<file path="src/rtl/mnacidpro_seq.sv">
// mnacidpro_seq: valve/pump run sequencer for the mnacidpro_pads chip.
// Ports: clk, rst_n, start, abort -> valve[10:0], pump[2:0], collect_sel, busy, done, aborted.
// Optional MNACIDPRO_SEQ_FLUSH_EN adds flush[10:0] and pump_flush[2:0] and FLUSH phases.
module mnacidpro_seq #(
  parameter int SIZE      = 2,
  parameter int PUMP_DIV  = 4,
  parameter int BEAD_STR  = 4,
  parameter int LYSIS_STR = 8,
  parameter int WASH_STR  = 6,
  parameter int ELUTE_STR = 4,
  parameter int COLL_STR  = 4,
  parameter int TRAP_CYC  = 16,
  parameter int FLUSH_CYC = 8,
  localparam int CW = (SIZE > 1) ? $clog2(SIZE) : 1
) (
  input  logic          clk,
  input  logic          rst_n,
  input  logic          start,
  input  logic          abort,
  output logic [10:0]   valve,
  output logic [2:0]    pump,
  output logic [CW-1:0] collect_sel,
  output logic          busy,
  output logic          done,
  output logic          aborted
`ifdef MNACIDPRO_SEQ_FLUSH_EN
  ,
  output logic [10:0]   flush,
  output logic [2:0]    pump_flush
`endif
);

  function automatic int imax(input int a, input int b);
    return (a > b) ? a : b;
  endfunction

  localparam int D_BEAD  = BEAD_STR * 6 * PUMP_DIV;
  localparam int D_LYSIS = LYSIS_STR * 6 * PUMP_DIV;
  localparam int D_WASH  = WASH_STR * 6 * PUMP_DIV;
  localparam int D_ELUTE = ELUTE_STR * 6 * PUMP_DIV;
  localparam int D_COLL  = COLL_STR * 6 * PUMP_DIV;
  localparam int D_MAX   = imax(imax(imax(D_BEAD, D_LYSIS),
                           imax(D_WASH, D_ELUTE)),
                           imax(imax(D_COLL, TRAP_CYC),
                           imax(FLUSH_CYC, 1)));
  localparam int DW = $clog2(D_MAX + 1);
  localparam int SW = (PUMP_DIV > 1) ? $clog2(PUMP_DIV) : 1;

  typedef enum logic [3:0] {
    S_IDLE, S_BEAD, S_LYSIS, S_TRAP, S_WASH,
    S_ELUTE, S_COLL, S_DONE, S_FLUSH
  } state_t;

  state_t        st, st_n;
  logic [DW-1:0] cnt, cnt_n, last;
  logic [SW-1:0] div, div_n;
  logic [2:0]    step, step_n;
  logic          ab_n;
  logic [CW-1:0] sel_n;

  function automatic logic [10:0] vpat(input state_t s);
    unique case (s)
      S_BEAD:  return 11'h53F;
      S_LYSIS: return 11'h7D6;
      S_TRAP:  return 11'h4FF;
      S_WASH:  return 11'h5BD;
      S_ELUTE: return 11'h5EB;
      S_COLL:  return 11'h2FF;
      default: return 11'h7FF;
    endcase
  endfunction

  function automatic logic [2:0] ppat(input logic [2:0] k);
    unique case (k)
      3'd0:    return 3'b011;
      3'd1:    return 3'b001;
      3'd2:    return 3'b101;
      3'd3:    return 3'b100;
      3'd4:    return 3'b110;
      default: return 3'b010;
    endcase
  endfunction

  function automatic logic pumping(input state_t s);
    return s == S_BEAD || s == S_LYSIS || s == S_WASH ||
           s == S_ELUTE || s == S_COLL;
  endfunction

  function automatic state_t after(input state_t s);
    unique case (s)
      S_BEAD:  return S_LYSIS;
      S_LYSIS: return S_TRAP;
      S_TRAP:  return S_WASH;
      S_WASH:  return S_ELUTE;
      S_ELUTE: return S_COLL;
      S_COLL:  return S_DONE;
      default: return S_IDLE;
    endcase
  endfunction

`ifdef MNACIDPRO_SEQ_FLUSH_EN
  state_t prev, prev_n;
`endif

  always_comb begin
    st_n  = st;
    ab_n  = 1'b0;
    last  = '0;
`ifdef MNACIDPRO_SEQ_FLUSH_EN
    prev_n = prev;
`endif
    unique case (st)
      S_BEAD:  last = DW'(D_BEAD - 1);
      S_LYSIS: last = DW'(D_LYSIS - 1);
      S_TRAP:  last = DW'(TRAP_CYC - 1);
      S_WASH:  last = DW'(D_WASH - 1);
      S_ELUTE: last = DW'(D_ELUTE - 1);
      S_COLL:  last = DW'(D_COLL - 1);
      S_FLUSH: last = DW'(FLUSH_CYC - 1);
      default: last = '0;
    endcase
    if (st == S_IDLE) begin
      if (start && !abort) st_n = S_BEAD;
    end else if (abort) begin
      st_n = S_IDLE;
      ab_n = 1'b1;
    end else if (cnt == last) begin
`ifdef MNACIDPRO_SEQ_FLUSH_EN
      if (st == S_FLUSH) begin
        st_n = after(prev);
      end else if (pumping(st)) begin
        st_n   = S_FLUSH;
        prev_n = st;
      end else begin
        st_n = after(st);
      end
`else
      st_n = after(st);
`endif
    end
    // every state entry restarts duration, divider and pump step
    if (st_n != st || st == S_IDLE) begin
      cnt_n  = '0;
      div_n  = '0;
      step_n = '0;
    end else begin
      cnt_n  = cnt + DW'(1);
      div_n  = div + SW'(1);
      step_n = step;
      if (div == SW'(PUMP_DIV - 1)) begin
        div_n  = '0;
        step_n = (step == 3'd5) ? 3'd0 : step + 3'd1;
      end
    end
    sel_n = collect_sel;
    if (st == S_DONE && !ab_n)
      sel_n = (collect_sel == CW'(SIZE - 1)) ? '0
            : collect_sel + CW'(1);
  end

  always_ff @(posedge clk or negedge rst_n) begin
    if (!rst_n) begin
      st          <= S_IDLE;
      cnt         <= '0;
      div         <= '0;
      step        <= '0;
      valve       <= 11'h7FF;
      pump        <= 3'b111;
      collect_sel <= '0;
      busy        <= 1'b0;
      done        <= 1'b0;
      aborted     <= 1'b0;
    end else begin
      st          <= st_n;
      cnt         <= cnt_n;
      div         <= div_n;
      step        <= step_n;
      valve       <= vpat(st_n);
      pump        <= pumping(st_n) ? ppat(step_n) : 3'b111;
      collect_sel <= sel_n;
      busy        <= st_n != S_IDLE;
      done        <= st_n == S_DONE;
      aborted     <= ab_n;
    end
  end

`ifdef MNACIDPRO_SEQ_FLUSH_EN
  always_ff @(posedge clk or negedge rst_n) begin
    if (!rst_n) begin
      prev       <= S_IDLE;
      flush      <= '0;
      pump_flush <= '0;
    end else begin
      prev       <= prev_n;
      flush      <= (st_n == S_FLUSH) ? ~vpat(prev_n) : '0;
      pump_flush <= (st_n == S_FLUSH) ? 3'b111 : 3'b000;
    end
  end
`endif

endmodule

</file>
<file path="config.mk">
export PLATFORM = sky130hd
export DESIGN_NAME = mnacidpro_seq
export DESIGN_NICKNAME = d
export VERILOG_FILES = /design/src/rtl/mnacidpro_seq.sv
export SDC_FILE = /design/constraint.sdc
export NUM_CORES = 1
export LEC_CHECK = 0
export BUFFER_PORTS_ARGS = -buffer_cell sky130_fd_sc_hd__buf_2
export CAP_MARGIN = 20
export CORE_ASPECT_RATIO = 1.4
export CORE_UTILIZATION = 40
export DETAILED_ROUTE_END_ITERATION = 12
export GPL_TIMING_DRIVEN = 1
export SLEW_MARGIN = 10
export SYNTH_ARGS = -nofsm -noshare
export SYNTH_HDL_FRONTEND = slang
export SYNTH_SLANG_ARGS = --single-unit
</file>
<file path="constraint.sdc">
create_clock -name clk -period 2.4 [get_ports clk]
set_clock_uncertainty 0.2 [all_clocks]
set_input_delay 0.48 -clock clk [delete_from_list [all_inputs] [get_ports clk]]
set_output_delay 0.48 -clock clk [all_outputs]
set_load 0.1 [all_outputs]
</file>
==> run metrics <==
setup slack, reg-to-reg -200 ps; Crit. Startpoint st[1]; CP Class flop to flop; Area Overhead vs Synth 46.3%; DRC Markers 0; grt peak-use layer met2; Hold Crit Class primary input to async pin; filler cell count 374; CP Cell Sequence buf_6 -> nor4b_4 -> o21ai_2 -> a211o_4 -> a211oi_4 -> o221ai_4 -> or3b_4 -> a31o_1; Seq cells post-synth 32; clk_lat worst skew 290 ps; reg2reg path depth 8; clk buf depth 2; io pins 22; synthesized cell area 1900 µm²; GRT Total Usage 22.5%; RR Startpoint st[1]; Final TNS setup -3400 ps; clock-pin slew of the registers on the worst-case setup and hold paths 70 ps; Final ANT Viol Nets 0; final net count 274; Worst setup SP type flop; number of antenna violations at the first check in global routing 0; DRT Pass-1 Iters 4; grt total ovfl 0; max-slew violations 0; Reg-to-Reg End pump[2]; sequential area share after synthesis 42.8%; clock sinks 32; clock root buffer clkbuf_8; CP endpoint kind flop; Final period util 108%; met3 Usage GRT ~4.3%; DR vias/cell 5.26; final wirelength 5120 µm; Area after DPL 2380 µm²; Die Span Y approximately 84 µm; port buffer count 21; CP max stage delay 450 ps; M2 GR Usage a little under 40%; final hold viol count 0; DR iter-0 viols 87; mean post-synth cell area 9.76 µm²; RePlAce Congestion about 0.85; post-route insts no fill 331; status complete, but fails checks; vias in the first global route approximately 1800; total power 3.85 mW; total CTS buffers 5; DR vias 1741; Finished Cell Area 2780 µm²; CTS tree built; first-pass GRT wire length between 8000 and 9000 µm; unrepaired setup endpoints after global routing yes; Rows 29; H-tree Lvls 2; Core ar. 4540 µm²; relative slew slack 53.5%; Initial Util 42.0%; required time of the critical path 2420 ps; Slew @ Worst Pin ~700 ps; final worst slack -197 ps; Power Density 1380 nW/µm²; Final Setup Violations 27; Diodes inserted 0; Synth cell types 59; Chip Width between 60 and 70 µm; met1 Use GR 24.9%; Routed wire per std cell 15.5 µm; min Tclk post-route 2600 ps; number of synthesized flops with an enable pin 0; Crit path arrival time 2620 ps; Worst Path Max Fanout 7; hold bufs inserted after CTS 0; DPL Wire Length 3580 µm; largest net degree at the start of global routing 33; Mapped Cells a little under 200; async set-reset flop share out of synthesis between 90% and 100%; yosys warns 0; slowest CP cell dfrtp_2; full die area 5040 µm²; share of layout cells above drive strength 1 51.7%; Post-synth top flop dfrtp_1; max_cap viols 0; Fmax 385 MHz; maximum vdd drop 0.000491 V; failing checks setup timing; syn nets 201; leak pwr 1.19 nW; placed cells 315
-- flip-flops by register name (all words and copies together) (netlist names) --
signal	flops
cnt	8
valve	8
st	4
pump	3
step	3
div	2
aborted	1
busy	1
collect_sel	1
done	1
-- worst max-delay path by stage --
stage | to | slack [ps]
6_report | pump[2] | -200
5_1_grt | div[0] | -290
4_1_cts | pump[2] | -180
3_5_place_dp | pump[2] | -350
3_3_place_gp | pump[2] | -300
2_1_floorplan | valve[10] | -110
-- cells in the mapped netlist (2+ instances only) --
| cell type | count | area share (%) |
|---|---|---|
| inv_1 | 5 | 0.99 |
| a211o_4 | 2 | 1.8 |
| a21oi_1 | 8 | 2.1 |
| ha_1 | 2 | 1.3 |
| dfstp_2 | 11 | 15 |
| dfrtp_1 | 21 | 28 |
| or2_2 | 2 | 0.66 |
| nor2b_1 | 3 | 0.99 |
| and3_1 | 4 | 1.3 |
| and4_1 | 2 | 0.92 |
| nand2b_1 | 4 | 1.3 |
| nor2_1 | 20 | 3.9 |
| nand3_1 | 3 | 0.79 |
| or3b_1 | 2 | 0.92 |
| clkbuf_1 | 3 | 0.59 |
| and2_1 | 3 | 0.99 |
| xnor2_1 | 8 | 3.7 |
| buf_4 | 3 | 1.2 |
| buf_2 | 7 | 1.8 |
| nand2_1 | 17 | 3.4 |
| o21ai_0 | 6 | 1.6 |
| nor3_1 | 10 | 2.6 |
| buf_6 | 2 | 1.2 |
| or3_1 | 2 | 0.66 |
| nand4_1 | 5 | 1.6 |
| a31oi_1 | 4 | 1.3 |
| xor2_1 | 2 | 0.92 |
| a2111oi_0 | 3 | 1.4 |
-- cell families after synthesis --
kind of cell | Yosys count | synth area share, %
AO/OA/AOI/OAI | 41 | 18.7
XOR/XNOR | 10 | 4.60
adder cells (fa/ha/maj) | 2 | 1.31
buffers and inverters | 20 | 5.79
flip-flops | 32 | 42.8
multiplexers | 1 | 0.526
AND/OR/NAND/NOR | 89 | 26.3
-- power by group --
| group | internal (mW) | switching (mW) | leakage (nW) | total, mW |
|---|---|---|---|---|
| Combinational | 1.15 | 1.48 | 0.733 | 2.63 |
| Sequential | 0.655 | 0.0588 | 0.400 | 0.713 |
| Clock | 0.308 | 0.203 | 0.0552 | 0.511 |
-- layout make-up --
cell class              instances  area, µm²  area share [%]
clock buffers                   6       72.6            2.61
clock inverters                 2       35.0            1.26
inverters                       5       18.8           0.674
multi-input cells             143       1170            42.1
flip-flops and latches         32        820            29.4
well taps                      62       77.6            2.79
repair buffers                 81        589            21.2
-- repair_timing --
action	in CTS	in global routing
hold endpoints to repair	0	0
gates cloned	0	0
setup endpoints to repair	29	30
buffers inserted	6	3
pin swaps	10	13
gates resized for setup	33	20
-- critical path: cells and delay by family, from the launching register on --
| kind | cells | cell delay, ps |
|---|---|---|
| buffers and inverters | 1 | 140 |
| AO/OA/AOI/OAI | 5 | 1070 |
| flip-flops | 1 | 450 |
| AND/OR/NAND/NOR | 2 | 670 |
-- per-layer routing --
metal | vias to the layer above | part of all wire [%]
met5 | - | 0
met4 | 0 | 3.6
met3 | 14 | 2.7
met2 | 43 | 56
met1 | 839 | 38
li1 | 845 | -
-- placed cells by master (no fill, tap or decap), types with 2 or more instances in the layout --
cell / count
nor2_1: 16
clkbuf_8: 5
a21oi_2: 3
o221ai_4: 2
dfrtp_1: 17
xnor2_1: 8
nor2_2: 3
dfstp_2: 11
o21ai_2: 2
a211o_4: 2
a21oi_1: 4
nand4_1: 5
a211oi_4: 2
and4_1: 2
buf_6: 9
o21ai_0: 4
or3_1: 2
nand3_1: 2
buf_2: 21
ha_1: 2
nor3_1: 8
nand2b_1: 4
and3_1: 4
inv_1: 5
buf_4: 51
a31oi_1: 4
nor2b_1: 2
nand2_1: 17
dfrtp_2: 4
or2_2: 2
xor2_1: 2
and2_1: 2
-- stage by stage --
stage	hold WS [ps]	utilization [%]	setup WS, ps
CTS	66.4	58.7	-180
floorplan	-15.6	-	-107
detailed placement	231	52.6	-352
global route	87.7	61.4	-295
global placement	227	52.6	-304
finish	35.8	61.4	-197
Note: power is estimated with default switching activity, not from simulation.
